===== config.mk =====
export PLATFORM = sky130hd
export DESIGN_NAME = ai_move_sel
export DESIGN_NICKNAME = d
export VERILOG_FILES = /design/src/rtl/pbs_pkg.sv /design/src/rtl/pbs_lfsr.sv /design/src/rtl/ai_move_sel.sv
export SDC_FILE = /design/constraint.sdc
export NUM_CORES = 1
export LEC_CHECK = 0
export CORE_MARGIN = 5
export CORE_UTILIZATION = 49
export DETAILED_ROUTE_END_ITERATION = 10
export GPL_TIMING_DRIVEN = 1
export PLACE_DENSITY = 0.82
export RECOVER_POWER = 25
export SETUP_SLACK_MARGIN = 0.05
export SLEW_MARGIN = 0
export SYNTH_ARGS = -nofsm -noshare
export SYNTH_HDL_FRONTEND = slang
export SYNTH_HIERARCHICAL = 1
export SYNTH_SLANG_ARGS = --single-unit

===== constraint.sdc =====
create_clock -name clk -period 2.4 [get_ports clk]
set_input_delay 0.24 -clock clk [delete_from_list [all_inputs] [get_ports clk]]
set_output_delay 0.24 -clock clk [all_outputs]
set_load 0.02 [all_outputs]

===== src/rtl/pbs_pkg.sv =====
// Shared types and constants for the AI move selector.
package pbs_pkg;

    typedef enum logic [1:0] {
        MOVE_ATK0 = 2'd0,
        MOVE_ATK1 = 2'd1,
        MOVE_ATK2 = 2'd2,
        MOVE_HEAL = 2'd3
    } move_t;

    typedef enum logic [1:0] {
        StIdle   = 2'd0,
        StDraw   = 2'd1,
        StDecide = 2'd2,
        StHold   = 2'd3
    } state_t;

    localparam logic [15:0] DEFAULT_SEED     = 16'hACE1;
    localparam logic [15:0] DEFAULT_TAP_MASK = 16'hB400;

    // Rotate through the three attacks: 0 -> 1 -> 2 -> 0.
    function automatic move_t next_attack(input move_t m);
        unique case (m)
            MOVE_ATK0: next_attack = MOVE_ATK1;
            MOVE_ATK1: next_attack = MOVE_ATK2;
            default:   next_attack = MOVE_ATK0;
        endcase
    endfunction

endpackage


===== src/rtl/pbs_lfsr.sv =====
// Free-running Galois LFSR with synchronous seed load and an all-zero lock-up guard.
module pbs_lfsr #(
    parameter int unsigned         WIDTH    = 16,
    parameter logic [WIDTH-1:0]    SEED     = WIDTH'(16'hACE1),
    parameter logic [WIDTH-1:0]    TAP_MASK = WIDTH'(16'hB400)
) (
    input  logic             clk,
    input  logic             reset_n,
    input  logic             seed_load,
    input  logic [WIDTH-1:0] seed,
    output logic [WIDTH-1:0] state
);

    logic [WIDTH-1:0] lfsr_q;
    logic [WIDTH-1:0] lfsr_d;
    logic [WIDTH-1:0] shifted;

    always_comb begin
        shifted = lfsr_q >> 1;
        lfsr_d  = lfsr_q[0] ? (shifted ^ TAP_MASK) : shifted;
        // Seed load wins over advance; a zero seed or zero state would lock up.
        if (seed_load) begin
            lfsr_d = (seed == '0) ? SEED : seed;
        end else if (lfsr_q == '0) begin
            lfsr_d = SEED;
        end
    end

    always_ff @(posedge clk or negedge reset_n) begin
        if (!reset_n) begin
            lfsr_q <= SEED;
        end else begin
            lfsr_q <= lfsr_d;
        end
    end

    assign state = lfsr_q;

endmodule


===== src/rtl/ai_move_sel.sv =====
// AI trainer move selector: LFSR draw, heal-priority rules, req/valid/ack result.
// Optional repeat filtering of attacks is enabled with `define AI_NO_REPEAT_EN.
module ai_move_sel
    import pbs_pkg::*;
#(
    parameter int unsigned          LFSR_W    = 16,
    parameter logic [LFSR_W-1:0]    SEED      = LFSR_W'(DEFAULT_SEED),
    parameter logic [LFSR_W-1:0]    TAP_MASK  = LFSR_W'(DEFAULT_TAP_MASK),
    parameter logic [3:0]           LOW_HP    = 4'd3,
    parameter int unsigned          MAX_HEALS = 2
) (
    input  logic              clk,
    input  logic              reset_n,
    input  logic              req,
    input  logic              ack,
    input  logic [3:0]        ai_hp,
    input  logic              new_battle,
    input  logic              seed_load,
    input  logic [LFSR_W-1:0] seed,
    output logic [1:0]        ai_move,
    output logic [3:0]        accu_rng,
    output logic              valid,
    output logic              busy,
    output logic [1:0]        heals_left,
    output logic [LFSR_W-1:0] rng_state
);

    localparam logic [1:0] HEALS_INIT = 2'(MAX_HEALS);

    state_t      state_q, state_d;
    logic [7:0]  draw_q, draw_d;
    move_t       move_q, move_d;
    logic [3:0]  accu_q, accu_d;
    logic        valid_q, valid_d;
    logic [1:0]  heals_q, heals_d;

    move_t       dec_move;
    move_t       cand;
    logic        dec_use_heal;

`ifdef AI_NO_REPEAT_EN
    move_t       prev_q, prev_d;
    logic        dec_is_attack;
`endif

    logic [LFSR_W-1:0] lfsr;

    pbs_lfsr #(
        .WIDTH    (LFSR_W),
        .SEED     (SEED),
        .TAP_MASK (TAP_MASK)
    ) u_lfsr (
        .clk       (clk),
        .reset_n   (reset_n),
        .seed_load (seed_load),
        .seed      (seed),
        .state     (lfsr)
    );

    // Decision rules, evaluated against the latched draw and the live ai_hp.
    always_comb begin
        dec_move     = MOVE_ATK0;
        dec_use_heal = 1'b0;
        cand         = move_t'(draw_q[1:0]);
`ifdef AI_NO_REPEAT_EN
        dec_is_attack = 1'b0;
`endif
        if (ai_hp == 4'd0) begin
            // Dead AI: still finish the handshake, but spend nothing.
            dec_move = MOVE_ATK0;
        end else if ((ai_hp <= LOW_HP) && (heals_q != 2'd0)) begin
            dec_move     = MOVE_HEAL;
            dec_use_heal = 1'b1;
        end else begin
            if ((cand == MOVE_HEAL) && ((heals_q == 2'd0) || (ai_hp == 4'hF))) begin
                cand = move_t'({1'b0, draw_q[2]});
            end
            if (cand == MOVE_HEAL) begin
                dec_use_heal = 1'b1;
            end
`ifdef AI_NO_REPEAT_EN
            else begin
                if (cand == prev_q) begin
                    cand = next_attack(cand);
                end
                dec_is_attack = 1'b1;
            end
`endif
            dec_move = cand;
        end
    end

    always_comb begin
        state_d = state_q;
        draw_d  = draw_q;
        move_d  = move_q;
        accu_d  = accu_q;
        valid_d = valid_q;
        heals_d = heals_q;
`ifdef AI_NO_REPEAT_EN
        prev_d  = prev_q;
`endif
        unique case (state_q)
            StIdle: begin
                if (req) begin
                    state_d = StDraw;
                end
            end
            StDraw: begin
                draw_d  = lfsr[7:0];
                state_d = StDecide;
            end
            StDecide: begin
                move_d  = dec_move;
                accu_d  = draw_q[7:4];
                valid_d = 1'b1;
                state_d = StHold;
                if (dec_use_heal) begin
                    heals_d = heals_q - 2'd1;
                end
`ifdef AI_NO_REPEAT_EN
                if (dec_is_attack) begin
                    prev_d = dec_move;
                end
`endif
            end
            StHold: begin
                if (ack) begin
                    valid_d = 1'b0;
                    state_d = StIdle;
                end
            end
            default: state_d = StIdle;
        endcase
        // A new battle aborts whatever is in flight and refills the heal budget.
        if (new_battle) begin
            state_d = StIdle;
            valid_d = 1'b0;
            heals_d = HEALS_INIT;
        end
    end

    always_ff @(posedge clk or negedge reset_n) begin
        if (!reset_n) begin
            state_q <= StIdle;
            draw_q  <= '0;
            move_q  <= MOVE_ATK0;
            accu_q  <= '0;
            valid_q <= 1'b0;
            heals_q <= HEALS_INIT;
        end else begin
            state_q <= state_d;
            draw_q  <= draw_d;
            move_q  <= move_d;
            accu_q  <= accu_d;
            valid_q <= valid_d;
            heals_q <= heals_d;
        end
    end

`ifdef AI_NO_REPEAT_EN
    always_ff @(posedge clk or negedge reset_n) begin
        if (!reset_n) begin
            prev_q <= MOVE_ATK0;
        end else begin
            prev_q <= prev_d;
        end
    end
`endif

    assign ai_move    = move_q;
    assign accu_rng   = accu_q;
    assign valid      = valid_q;
    assign busy       = (state_q != StIdle);
    assign heals_left = heals_q;
    assign rng_state  = lfsr;

endmodule


==> qor.txt <==
WP data required - 2.16 ns
internal power component - 0.00137 W
critical path capture point - busy
Max Transition Viols Final - 0
Sum Neg Setup Slack - 0 ns
number of I/O port buffers - 51
WL per Instance - 17.2 um
total CTS buffers - 5
CTS root buffer - clkbuf_4
setup slack of the worst register-to-register path - 0.54 ns
top fanout value on the critical path - 5
post-synthesis net count - 155
combinational cell fraction of total power - 42.4%
1st-iter DRT viols - 68
ant diodes - 0
worst hold-check path type - in2async
Synth-to-Final Area Change - 38.5%
CP startpoint - state_q[1]$_DFFE_PN0P_
number of storage elements in the synthesis netlist - 34
startpoint class of the critical path - flop
die area - 0.00451 sq mm
total core area - 0.00310 sq mm
number of buffers inserted for hold repair after clock tree synthesis - 0
placement row count - 20
final net count - 209
clock skew - 0.00679 ns
Net Sw Frac - 34.1%
Clock Latency Late Sink - 0.32 ns
Post-Synthesis Cell Area - 0.00160 sq mm
Ys Warns - 6
number of global-route vias before repair - 1309
peak supply drop - 0.627 mV
total detailed-routing wirelength - 3810 um
fraction of layout cells with a size suffix above 1 - 27.0%
Seq/Total Area, Yosys - 53.9%
leading cell type in the layout, fill and taps excluded - clkdlybuf4s50_1
hold violation total from the final report - 0
number of failing setup endpoints in the final timing report - 0
Clock Path Buffers - 2
max-cap violations - 0
commonest non-fill, non-tap cells in the layout - clkdlybuf4s50_1 (50), dfrtp_1 (25), mux2_2 (17)
maximum number of pins on one net before global-route repair - 35
cell accounting for the most synthesized area - dfrtp_1
number of buffers added for setup after CTS - 0
Hold Worst Slack - 0.381 ns
number of iterations in the first detailed-routing pass - 4
number of cells upsized or downsized after cts - 0
distinct cell type count of the synthesized netlist - 33
Die X - 67.1 um
first-pass GRT wire length - 6430 um
commonest register cell after synthesis - dfrtp_1
headroom to the max-slew limit - 63.7%
largest cells by area after synthesis - dfrtp_1 (39%), dfstp_2 (15%), mux2_2 (12%)
number of remaining DRC errors - 0
grt total ovfl - 0
TritonCTS Sinks - 34
share of async-settable or async-resettable flops after synthesis - 100%
number of flops mapped to enable cells by yosys - 0
Reg2Reg Depth - 5
vias after detailed routing - 1211
CTS tree - built
final weighted congestion of routability-driven global placement - 0.792
starting density of the core - 51.6%
arrival time at the worst endpoint - 1.72 ns
endpoint of the most critical register-to-register path - heals_left[0]$_DFFE_PN0P_
switching power - 0.000710 W
vertical die dimension - 67.1 um
leakage power summed over all cells - 0.905 nW
Syn Inst Count - 123
antenna viol nets, final - 0
depth of the CTS H-tree - 2
unrepaired setup endpoints after global routing - false
antenna violations before repair - 0
relative contribution of the clock network to total power - 15.4%
beginning of the worst register-to-register path - state_q[0]$_DFFE_PN0P_
post-layout minimum cycle time - 1.96 ns
post-synthesis average cell area - 13.0 sq um
endpoint class of the critical path - primary output
share of total power in sequential cells - 42.1%
GRT Total Usage - 19.1%
Fmax - 0.510 GHz
final worst-path cycle share - 81.7%
HPWL after detailed placement - 2970 um
clock-pin slew on the worst setup and hold paths - 0.10 ns
kind of critical path - reg2out
ratio of total power to cell area - 940 mW/mm^2
transition time at the pin with the least slew margin - 0.543 ns
vias per cell - 5.45
I/O pin total - 52
run status - finished, final reports clean
post-synth top area share - 39.1%
-- metrics by stage --
step	power, W	instances	cell area, sq um	setup WS, ns	util, %
after floorplan	0.00140	123	1600	0.676	-
after global placement	0.00174	214	2160	0.326	69.5
after detailed placement	0.00178	214	2160	0.282	69.5
after CTS	0.00210	222	2220	0.436	71.5
after global routing	0.00223	222	2220	0.307	71.5
final	0.00208	222	2220	0.440	71.5
-- metal layers --
layer	GRT usage, %	vias up	part of all wire, %
met5	0	-	0
met4	6.58	0	1.0
met3	3.83	4	3.6
met2	32.6	29	52
met1	24.0	609	43
li1	-	569	-
-- area by class of cell --
type,instances,area [sq um]
fill,250,886
sequential,34,862
multi-input combinational,74,681
timing repair buffer,53,526
clock buffer,7,55.1
tap,44,55.1
inverter,9,33.8
clock inverter,1,5.00
-- state kept, by name (all words and copies together) (netlist names) --
signal	cells
accu_rng	4
ai_move	2
draw_q	7
heals_left	2
state_q	2
u_lfsr/state	16
valid	1
-- power by group through the flow --
| stage | sequential, W | clock, W | combinational (W) |
|---|---|---|---|
| after floorplan | 0.000976 | 0 | 0.000421 |
| after global placement | 0.000880 | 0 | 0.000859 |
| after detailed placement | 0.000888 | 0 | 0.000891 |
| after CTS | 0.000878 | 0.000332 | 0.000894 |
| after global routing | 0.000911 | 0.000362 | 0.000959 |
| final | 0.000878 | 0.000322 | 0.000884 |
-- logic make-up after synthesis --
logic type      after synthesis  synth area share (%)
compound gates               24                  13.7
xor+xnor                      3                  1.64
fa+ha+maj                     6                  4.69
buf+inv                      15                  3.60
flops                        34                  53.9
mux                          18                  12.9
simple gates                 23                  9.62
-- critical path: stages, from the launching register on --
cell	delay [ns]
dfrtp_1	0.42
inv_1	0.12
ha_1	0.21
inv_1	0.05
clkdlybuf4s50_1	0.60
-- Yosys cell counts (2+ instances only) --
master	count
a41oi_1	2
clkbuf_1	5
dfrtp_1	25
dfstp_2	9
ha_1	6
inv_1	9
mux2_2	17
nand2_1	3
nor2_1	3
nor2b_1	2
nor3_1	2
nor4_1	5
o21ai_0	6
o32a_1	2
o32a_2	6
or4_4	3
xor2_1	2
-- how the worst min path moves through the flow --
stage / start / to / depth (start not counted)
floorplan: reset_n / accu_rng[0]$_DFFE_PN0P_ / 0
global placement: draw_q[6]$_DFFE_PN0N_ / draw_q[6]$_DFFE_PN0N_ / 1
detailed placement: draw_q[6]$_DFFE_PN0N_ / draw_q[6]$_DFFE_PN0N_ / 1
CTS: reset_n / ai_move[1]$_DFFE_PN0P_ / 2
global route: reset_n / draw_q[7]$_DFFE_PN0N_ / 2
finish: reset_n / u_lfsr/state[14]$_DFF_PN0_ / 2
(Power assumes the default switching activity.)
